### config.mk
export PLATFORM = sky130hd
export DESIGN_NAME = emu_host_master
export DESIGN_NICKNAME = d
export VERILOG_FILES = /design/src/rtl/emu_host_master.sv
export SDC_FILE = /design/constraint.sdc
export NUM_CORES = 1
export LEC_CHECK = 0
export CORE_ASPECT_RATIO = 2
export CORE_MARGIN = 10
export CORE_UTILIZATION = 40
export DETAILED_ROUTE_END_ITERATION = 6
export GPL_TIMING_DRIVEN = 0
export HOLD_SLACK_MARGIN = 0.03
export PLACE_DENSITY_LB_ADDON = 0.15
export SLEW_MARGIN = 20
export SYNTH_ARGS = -nofsm -noshare
export SYNTH_HDL_FRONTEND = slang
export SYNTH_SLANG_ARGS = --single-unit
### constraint.sdc
create_clock -name clk_emu -period 2.2 [get_ports clk_emu]
set_input_delay 0.55 -clock clk_emu [delete_from_list [all_inputs] [get_ports clk_emu]]
set_output_delay 0.55 -clock clk_emu [all_outputs]
set_load 0.02 [all_outputs]
### src/rtl/emu_host_master.sv
// emu_host_master: host-side sequencer that writes stimulus bytes to an emulation wrapper,
// pulses a generated DUT clock nclk times, then reads the DUT output bytes back.
`default_nettype none

module emu_host_master #(
  parameter int NUM_STIM = 1,
  parameter int NUM_OUT  = 3,
  parameter int DUT_HALF = 2
) (
  input  logic                  clk_emu,
  input  logic                  nrst_emu,
  input  logic [NUM_STIM*8-1:0] stim_data,
  input  logic [3:0]            nclk,
  input  logic                  stim_valid,
  output logic                  stim_ready,
  output logic [NUM_OUT*8-1:0]  out_data,
  output logic                  out_valid,
  input  logic                  out_ready,
  output logic [7:0]            Din_emu,
  output logic [2:0]            Addr_emu,
  output logic                  load_emu,
  output logic                  get_emu,
  input  logic [7:0]            Dout_emu,
  output logic                  clk_dut,
  output logic                  busy
);

  localparam logic [2:0] IDLE  = 3'd0;
  localparam logic [2:0] WRITE = 3'd1;
  localparam logic [2:0] LOAD  = 3'd2;
  localparam logic [2:0] CLKHI = 3'd3;
  localparam logic [2:0] CLKLO = 3'd4;
  localparam logic [2:0] GET   = 3'd5;
  localparam logic [2:0] READ  = 3'd6;
  localparam logic [2:0] DONE  = 3'd7;

  logic [2:0]            state;
  logic [2:0]            next_state;
  logic [3:0]            cnt;
  logic [3:0]            pulses;
  logic [NUM_STIM*8-1:0] stim_q;
  logic                  last_write;
  logic                  last_half;
  logic                  last_read;

  assign last_write = (cnt == 4'(NUM_STIM - 1));
  assign last_half  = (cnt == 4'(DUT_HALF - 1));
  assign last_read  = (cnt == 4'(NUM_OUT));

  always_ff @(posedge clk_emu or negedge nrst_emu) begin
    if (!nrst_emu) state <= IDLE;
    else           state <= next_state;
  end

  always_comb begin
    next_state = state;
    case (state)
      IDLE:    if (stim_valid) next_state = WRITE;
      WRITE:   if (last_write) next_state = LOAD;
      LOAD:    next_state = (pulses != 4'd0) ? CLKHI : GET;
      CLKHI:   if (last_half) next_state = CLKLO;
      CLKLO:   if (last_half) next_state = (pulses > 4'd1) ? CLKHI : GET;
      GET:     next_state = READ;
      READ:    if (last_read) next_state = DONE;
      DONE:    if (out_ready) next_state = IDLE;
      default: next_state = IDLE;
    endcase
  end

  // cnt restarts on every state change, so it indexes bytes and half-period cycles alike
  always_ff @(posedge clk_emu or negedge nrst_emu) begin
    if (!nrst_emu) begin
      cnt      <= 4'd0;
      pulses   <= 4'd0;
      stim_q   <= '0;
      out_data <= '0;
      clk_dut  <= 1'b0;
    end else begin
      clk_dut <= (next_state == CLKHI);
      cnt     <= (next_state != state) ? 4'd0 : cnt + 4'd1;
      if (state == IDLE && stim_valid) begin
        stim_q <= stim_data;
        pulses <= nclk;
      end
      if (state == CLKLO && last_half && pulses != 4'd0)
        pulses <= pulses - 4'd1;
      // wrapper output lags Addr_emu by one edge
      if (state == READ) begin
        for (int j = 0; j < NUM_OUT; j++)
          if (cnt == 4'(j + 1)) out_data[8*j +: 8] <= Dout_emu;
      end
    end
  end

  always_comb begin
    stim_ready = (state == IDLE);
    busy       = (state != IDLE) && (state != DONE);
    out_valid  = (state == DONE);
    load_emu   = (state == LOAD);
    get_emu    = (state == GET);
    Din_emu    = 8'd0;
    Addr_emu   = 3'd0;
    if (state == WRITE) begin
      Addr_emu = cnt[2:0];
      for (int j = 0; j < NUM_STIM; j++)
        if (cnt == 4'(j)) Din_emu = stim_q[8*j +: 8];
    end
    if (state == READ && cnt < 4'(NUM_OUT))
      Addr_emu = cnt[2:0];
  end

endmodule

`default_nettype wire

==> results of run 1 <==
==> final timing paths <==
| path | from | end | slack [ns] | depth (start not counted) |
|---|---|---|---|---|
| min | nrst_emu | out_data[10]$_DFFE_PN0P_ | 0.19 | 1 |
| max in group asynchronous | nrst_emu | cnt[2]$_DFF_PN0_ | 1.50 | 2 |
| max reg2reg | cnt[1]$_DFF_PN0_ | cnt[0]$_DFF_PN0_ | 0.12 | 7 |
| min reg2reg | stim_q[2]$_DFFE_PN0P_ | stim_q[2]$_DFFE_PN0P_ | 0.48 | 2 |
| min in group clk_emu | stim_q[2]$_DFFE_PN0P_ | stim_q[2]$_DFFE_PN0P_ | 0.48 | 2 |
| max | state[2]$_DFF_PN0_ | Din_emu[3] | 0.003 | 5 |
==> metrics by stage <==
stage / worst slack, ns / util / power [mW]
2_1_floorplan: 0.138 / - / 2.85
3_3_place_gp: -0.676 / 0.543 / 3.77
3_5_place_dp: -0.626 / 0.546 / 3.81
4_1_cts: -0.0635 / 0.582 / 4.54
5_1_grt: -0.0716 / 0.592 / 4.96
6_report: 0.00309 / 0.592 / 4.60
==> registers in the layout, indices dropped and copies added (netlist names) <==
signal / flops
stim_q: 8
out_data: 24
pulses: 4
cnt: 4
clk_dut: 1
state: 3
==> report_power, final <==
part	switching, mW	internal (mW)	total [mW]	leakage [nW]
clock	0.258	0.216	0.474	0.0410
sequential	0.247	1.20	1.44	0.539
combinational	1.27	1.41	2.68	0.913
==> worst reg2reg max path, stage by stage, from the launching register on <==
cell	delay [ns]
sky130_fd_sc_hd__dfrtp_1	0.43
sky130_fd_sc_hd__inv_2	0.09
sky130_fd_sc_hd__ha_1	0.15
sky130_fd_sc_hd__or3b_4	0.42
sky130_fd_sc_hd__mux2i_1	0.17
sky130_fd_sc_hd__nor4b_4	0.27
sky130_fd_sc_hd__buf_6	0.16
sky130_fd_sc_hd__mux2_4	0.29
==> cell families after synthesis <==
logic type,Yosys count,synth area share
and+or+nand+nor,84,0.204
DFF,44,0.500
AOI/OAI and AO/OA,15,0.0580
muxes,30,0.152
adders and majority gates,7,0.0398
xor gates and xnor gates,2,0.00796
buffers and inverters,18,0.0381
==> placed cells by master, fill, tap and decap left out, types with 3 or more instances in the layout <==
master and instances:
sky130_fd_sc_hd__and2_4 8, sky130_fd_sc_hd__inv_1 8, sky130_fd_sc_hd__buf_4 8, sky130_fd_sc_hd__nand2_1 36, sky130_fd_sc_hd__buf_6 13, sky130_fd_sc_hd__nor2_1 9, sky130_fd_sc_hd__clkbuf_8 5, sky130_fd_sc_hd__nand2b_1 3
sky130_fd_sc_hd__mux2i_1 5, sky130_fd_sc_hd__clkdlybuf4s50_1 47, sky130_fd_sc_hd__mux2_2 24, sky130_fd_sc_hd__dfrtp_1 43, sky130_fd_sc_hd__nor3b_1 3, sky130_fd_sc_hd__o211ai_1 3, sky130_fd_sc_hd__nand3_1 4, sky130_fd_sc_hd__ha_1 7
sky130_fd_sc_hd__buf_2 6
==> per-layer routing <==
| layer | GRT usage | vias to the layer above | routed length (um) |
|---|---|---|---|
| li1 | - | 844 | - |
| met1 | 0.114 | 815 | 1870 |
| met2 | 0.230 | 53 | 2920 |
| met3 | 0.0598 | 7 | 468 |
| met4 | 0.0438 | 0 | 82 |
| met5 | 0 | - | 0 |
==> final cells by class <==
class / count / area, um^2
clock buffer: 6 / 72.6
timing repair buffer: 76 / 749
tap: 60 / 75.1
inverter: 9 / 33.8
clock inverter: 1 / 5.00
multi-input combinational: 139 / 1080
buffer: 8 / 63.8
fill: 489 / 2190
sequential: 44 / 1100
==> repair_timing <==
item,CTS,global route
resized for setup,85,9
endpoints found under the setup margin,17,15
pin swaps,13,5
setup buffers,6,4
cloned,2,0
==> impl_metrics.xml, run 1 <==
<?xml version="1.0" encoding="UTF-8"?>
<metrics>
  <group name="run_status">
    <metric name="run_status" unit="">complete, no violations</metric>
  </group>
  <group name="floorplan">
    <metric name="floorplan.io_pins" unit="">65</metric>
    <metric name="fp-row-count" unit="">38</metric>
    <metric name="die_w" unit="um">72.5</metric>
    <metric name="fp.coreArea" unit="um^2">5370</metric>
    <metric name="fp.dieH" unit="um">125</metric>
    <metric name="initial_core_utilization" unit="">0.410</metric>
    <metric name="die_ar" unit="um^2">9050</metric>
  </group>
  <group name="final_layout">
    <metric name="postLayoutCellArea" unit="um^2">3180</metric>
    <metric name="area_growth" unit="%">44.4</metric>
    <metric name="share_of_cells_above_drive_strength_1" unit="">0.307</metric>
    <metric name="total_number_of_nets_in_the_final_design" unit="">314</metric>
    <metric name="antenna-diode-count" unit="">0</metric>
    <metric name="final-instance-count-excl-fill" unit="">343</metric>
  </group>
  <group name="setup_path">
    <metric name="crit_path_category" unit="">flip-flop to output port</metric>
    <metric name="timing.critical_path.max_delay_family" unit="">simple AND/OR/NAND/NOR gates</metric>
    <metric name="slowest_stage" unit="">sky130_fd_sc_hd__dfrtp_1</metric>
    <metric name="largest_fanout_on_the_critical_path" unit="">8</metric>
    <metric name="worst-endpoint-required" unit="ns">1.65</metric>
    <metric name="timing.critical_path.cells" unit="">buf_6 &gt; nor3b_4 &gt; and3_4 &gt; and2_4 &gt; buf_6</metric>
    <metric name="endpoint_kind" unit="">output port</metric>
    <metric name="max_stage_delay" unit="ns">0.39</metric>
    <metric name="worst_setup_path_start_kind" unit="">flip-flop</metric>
    <metric name="critPathArrivalTime" unit="ns">1.65</metric>
    <metric name="worst_path_buf_inv" unit="">2</metric>
    <metric name="timing.critical_path.mode_cell" unit="">sky130_fd_sc_hd__buf_6</metric>
  </group>
  <group name="power_and_ir_drop">
    <metric name="vdd_drop_max" unit="V">0.00102</metric>
    <metric name="power.leakage" unit="nW">1.49</metric>
    <metric name="pwr_density_cell" unit="nW/um^2">1450</metric>
  </group>
  <group name="placed_design">
    <metric name="hpwlAfterDp" unit="mm">4.14</metric>
    <metric name="post-place-cells" unit="">325</metric>
    <metric name="placed_area" unit="um^2">2930</metric>
    <metric name="count_of_port_buffers_added_during_placement" unit="">64</metric>
    <metric name="finalWeightedCongestion" unit="">0.722</metric>
  </group>
  <group name="clock_tree">
    <metric name="clock_tree.root_cell" unit="">sky130_fd_sc_hd__clkbuf_8</metric>
    <metric name="cts_htree_levels" unit="">2</metric>
    <metric name="tritoncts_num_sinks" unit="">44</metric>
    <metric name="clock_tree.buffer_depth" unit="">2</metric>
    <metric name="tritoncts.num_buffers" unit="">5</metric>
    <metric name="cts.reportedPaths.clkPinSlew" unit="ns">0.08</metric>
    <metric name="insertion_delay" unit="ns">0.30</metric>
    <metric name="cts_tree" unit="">built</metric>
    <metric name="hold_fix_buffers_cts" unit="">0</metric>
  </group>
  <group name="yosys">
    <metric name="synth_area_leaders" unit="">sky130_fd_sc_hd__dfrtp_1, sky130_fd_sc_hd__mux2_2, sky130_fd_sc_hd__nand2_1, sky130_fd_sc_hd__ha_1, sky130_fd_sc_hd__and2_1</metric>
    <metric name="ys_ff_latch" unit="">44</metric>
    <metric name="sequential_share_of_the_synthesized_area" unit="">0.500</metric>
    <metric name="netlist.top_cell.by_area" unit="">sky130_fd_sc_hd__dfrtp_1</metric>
    <metric name="yosysWarnings" unit="">0</metric>
    <metric name="syn_avg_cell_area" unit="um^2">11.0</metric>
    <metric name="synth_area" unit="um^2">2200</metric>
    <metric name="yosys_most_used_dff" unit="">sky130_fd_sc_hd__dfrtp_1</metric>
    <metric name="yosys.cell_count.top_type" unit="">sky130_fd_sc_hd__dfrtp_1</metric>
    <metric name="post_synth_num_cell_types" unit="">42</metric>
    <metric name="mappedNetlistNets" unit="">231</metric>
    <metric name="netlist.area_leader.share" unit="">0.500</metric>
    <metric name="synth-async-reset-ratio" unit="">1.00</metric>
    <metric name="yosys-top-cells-count" unit="">sky130_fd_sc_hd__dfrtp_1, sky130_fd_sc_hd__nand2_1, sky130_fd_sc_hd__mux2_2</metric>
    <metric name="post_synth_inst_count" unit="">200</metric>
    <metric name="edff_count_synth" unit="">0</metric>
  </group>
  <group name="sta">
    <metric name="worst_pin_slew" unit="ns">0.483</metric>
    <metric name="max-slew-margin-rel" unit="">0.677</metric>
    <metric name="fin_setup_tns" unit="ns">0</metric>
    <metric name="fin_skew" unit="ns">0.00628</metric>
    <metric name="post-route-min-period" unit="ns">2.20</metric>
    <metric name="final_hold_viol_count" unit="">0</metric>
    <metric name="unrepaired_setup_endpoints_after_global_routing" unit="">yes</metric>
    <metric name="max_freq" unit="GHz">0.455</metric>
    <metric name="hold_ws" unit="ns">0.186</metric>
    <metric name="slew_viol_final" unit="">0</metric>
    <metric name="setup_viol" unit="">0</metric>
    <metric name="period_share" unit="">0.999</metric>
  </group>
  <group name="detailed_routing">
    <metric name="routed_wirelength" unit="mm">5.34</metric>
    <metric name="wire_per_inst" unit="um">15.6</metric>
    <metric name="drc" unit="">0</metric>
    <metric name="route.vias.total" unit="">1719</metric>
    <metric name="detail-route-antenna-nets" unit="">0</metric>
    <metric name="route.detailed.vias_per_inst" unit="">5.01</metric>
    <metric name="drt-initial-drc-count" unit="">42</metric>
    <metric name="drt_first_pass_iters" unit="">2</metric>
  </group>
  <group name="global_route">
    <metric name="grt_ovf" unit="">0</metric>
    <metric name="antenna_found_initial" unit="">0</metric>
    <metric name="first_pass_grt_wire_length" unit="mm">9.11</metric>
    <metric name="overall_routing_resource_usage" unit="">0.126</metric>
    <metric name="pin_count_of_the_biggest_net_entering_global_routing" unit="">28</metric>
    <metric name="via_count_of_the_first_global_routing_pass" unit="">1881</metric>
  </group>
  <group name="hold_path">
    <metric name="min-delay-path-class" unit="">input pin to asynchronous set/reset pin</metric>
  </group>
  <group name="job">
    <metric name="cap_viol_max_count" unit="">0</metric>
  </group>
</metrics>
No activity file was read; power rests on OpenSTA's default activity.
==> run 2: changes to the inputs <==
- clock period: 2.2 -> 2.59 ns (I/O delays scaled with it)
==> impl_metrics.xml, run 2 (synthesis results as in run 1) <==
<?xml version="1.0" encoding="UTF-8"?>
<metrics>
  <group name="job">
    <metric name="cap_viol_max_count" unit="">0</metric>
  </group>
  <group name="clock_tree">
    <metric name="hold_fix_buffers_cts" unit="">0</metric>
    <metric name="tritoncts.num_buffers" unit="">5</metric>
    <metric name="cts_tree" unit="">built</metric>
    <metric name="cts.reportedPaths.clkPinSlew" unit="ns">0.08</metric>
    <metric name="cts_htree_levels" unit="">2</metric>
    <metric name="tritoncts_num_sinks" unit="">44</metric>
    <metric name="clock_tree.root_cell" unit="">sky130_fd_sc_hd__clkbuf_8</metric>
    <metric name="postCtsSetupRepairBufs" unit="">0</metric>
    <metric name="post_cts.resized_instances" unit="">19</metric>
    <metric name="insertion_delay" unit="ns">0.30</metric>
    <metric name="clock_tree.buffer_depth" unit="">2</metric>
  </group>
  <group name="detailed_routing">
    <metric name="route.vias.total" unit="">1645</metric>
    <metric name="routed_wirelength" unit="mm">5.13</metric>
    <metric name="wire_per_inst" unit="um">15.5</metric>
    <metric name="route.detailed.vias_per_inst" unit="">4.97</metric>
    <metric name="drt_first_pass_iters" unit="">4</metric>
    <metric name="detail-route-antenna-nets" unit="">0</metric>
    <metric name="drc" unit="">0</metric>
    <metric name="drt-initial-drc-count" unit="">47</metric>
  </group>
  <group name="floorplan">
    <metric name="die_ar" unit="um^2">9050</metric>
    <metric name="initial_core_utilization" unit="">0.410</metric>
    <metric name="fp-row-count" unit="">38</metric>
    <metric name="fp.dieH" unit="um">125</metric>
    <metric name="die_w" unit="um">72.5</metric>
    <metric name="fp.coreArea" unit="um^2">5370</metric>
    <metric name="floorplan.io_pins" unit="">65</metric>
  </group>
  <group name="placed_design">
    <metric name="count_of_port_buffers_added_during_placement" unit="">64</metric>
    <metric name="finalWeightedCongestion" unit="">0.722</metric>
    <metric name="hpwlAfterDp" unit="mm">4.14</metric>
  </group>
  <group name="final_layout">
    <metric name="final_cell_mix" unit="">sky130_fd_sc_hd__clkdlybuf4s50_1, sky130_fd_sc_hd__dfrtp_1, sky130_fd_sc_hd__nand2_1</metric>
    <metric name="largest-register" unit="">out_data</metric>
    <metric name="number_of_flip_flops_under_the_largest_register_name" unit="">24</metric>
    <metric name="antenna-diode-count" unit="">0</metric>
    <metric name="final_common_cell" unit="">sky130_fd_sc_hd__clkdlybuf4s50_1</metric>
    <metric name="area_growth" unit="%">35.8</metric>
    <metric name="share_of_cells_above_drive_strength_1" unit="">0.221</metric>
    <metric name="layout_top_registers" unit="">out_data x24, stim_q x8</metric>
    <metric name="total_number_of_nets_in_the_final_design" unit="">302</metric>
    <metric name="fill_cells" unit="">512</metric>
  </group>
  <group name="power_and_ir_drop">
    <metric name="vdd_drop_max" unit="V">0.000844</metric>
    <metric name="design_power_total" unit="mW">3.58</metric>
    <metric name="power.leakage" unit="nW">1.41</metric>
    <metric name="pwr_density_cell" unit="nW/um^2">1200</metric>
  </group>
  <group name="sta">
    <metric name="period_share" unit="">0.947</metric>
    <metric name="unrepaired_setup_endpoints_after_global_routing" unit="">no</metric>
    <metric name="post-route-min-period" unit="ns">2.45</metric>
    <metric name="fin_skew" unit="ns">0.00698</metric>
    <metric name="worst_pin_slew" unit="ns">0.526</metric>
    <metric name="setup_viol" unit="">0</metric>
    <metric name="max-slew-margin-rel" unit="">0.648</metric>
    <metric name="fin_setup_tns" unit="ns">0</metric>
    <metric name="final_hold_viol_count" unit="">0</metric>
    <metric name="slew_viol_final" unit="">0</metric>
    <metric name="max_freq" unit="GHz">0.408</metric>
  </group>
  <group name="setup_path">
    <metric name="worstReg2RegStart" unit="">cnt[1]$_DFF_PN0_</metric>
    <metric name="worst-endpoint-required" unit="ns">1.94</metric>
    <metric name="setup.reg_to_reg.worst_slack" unit="ns">0.32</metric>
    <metric name="destination_of_the_worst_register_to_register_timing_path" unit="">cnt[0]$_DFF_PN0_</metric>
    <metric name="worst_setup_path_start_kind" unit="">flip-flop</metric>
    <metric name="largest_fanout_on_the_critical_path" unit="">10</metric>
    <metric name="endpoint_kind" unit="">output port</metric>
    <metric name="worst-r2r-cell-count" unit="">6</metric>
    <metric name="critPathArrivalTime" unit="ns">1.80</metric>
    <metric name="crit_path_category" unit="">flip-flop to output port</metric>
  </group>
  <group name="global_route">
    <metric name="via_count_of_the_first_global_routing_pass" unit="">1808</metric>
    <metric name="antenna_found_initial" unit="">0</metric>
    <metric name="overall_routing_resource_usage" unit="">0.121</metric>
    <metric name="first_pass_grt_wire_length" unit="mm">8.78</metric>
    <metric name="pin_count_of_the_biggest_net_entering_global_routing" unit="">28</metric>
    <metric name="grt_ovf" unit="">0</metric>
  </group>
  <group name="run_status">
    <metric name="run_status" unit="">complete, no violations</metric>
  </group>
  <group name="hold_path">
    <metric name="min-delay-path-class" unit="">input pin to asynchronous set/reset pin</metric>
  </group>
</metrics>
==> run 2: how the worst max path moves through the flow <==
stage / startpoint / to / slack [ns] / cells past startpoint
detailed placement: state[1]$_DFF_PN0_ / Din_emu[1] / -0.33 / 6
CTS: state[1]$_DFF_PN0_ / Din_emu[7] / 0.01 / 5
floorplan: state[2]$_DFF_PN0_ / Din_emu[0] / 0.53 / 5
finish: state[1]$_DFF_PN0_ / stim_ready / 0.14 / 3
global route: state[1]$_DFF_PN0_ / stim_ready / 0.02 / 3
global placement: nrst_emu / stim_q[3]$_DFFE_PN0P_ / -0.38 / 1
==> run 2: stage by stage <==
stage                     std cells  hold WS [ns]  area (um^2)  worst slack (ns)  utilization
after floorplan                 200         0.352         2200             0.528            -
after global placement          324         0.450         2920            -0.384        0.543
after detailed placement        325         0.454         2930            -0.334        0.546
after CTS                       331         0.290         3020           0.00989        0.561
after global routing            331         0.289         2990            0.0246        0.556
final                           331         0.288         2990             0.138        0.556
==> run 2: worst max-delay path, cell delays in order (launching register included) <==
cell and delay, ns:
sky130_fd_sc_hd__dfrtp_1 0.40, sky130_fd_sc_hd__buf_2 0.19, sky130_fd_sc_hd__nor3_2 0.26, sky130_fd_sc_hd__clkdlybuf4s50_1 0.66
==> run 2: layout make-up <==
cell class / count / area [um^2] / share of cell area
Inverter: 9 / 33.8 / 0.0113
Buffer: 8 / 47.5 / 0.0159
Clock inverter: 1 / 5.00 / 0.00168
Clock buffer: 6 / 72.6 / 0.0243
Multi-Input combinational cell: 138 / 1040 / 0.348
Timing Repair Buffer: 65 / 613 / 0.205
Sequential cell: 44 / 1100 / 0.369
Tap cell: 60 / 75.1 / 0.0251
==> run 2: routing by layer <==
metal / global-route usage / share of wire / vias up
met5: 0 / 0 / -
met1: 0.110 / 0.35 / 769
met3: 0.0582 / 0.094 / 7
li1: - / - / 816
met2: 0.221 / 0.54 / 53
met4: 0.0438 / 0.017 / 0
==> run 2: report_power, final <==
group / internal [mW] / switching [mW]
Sequential: 1.01 / 0.197
Clock: 0.183 / 0.214
Combinational: 0.965 / 1.01
Total: 2.16 / 1.42
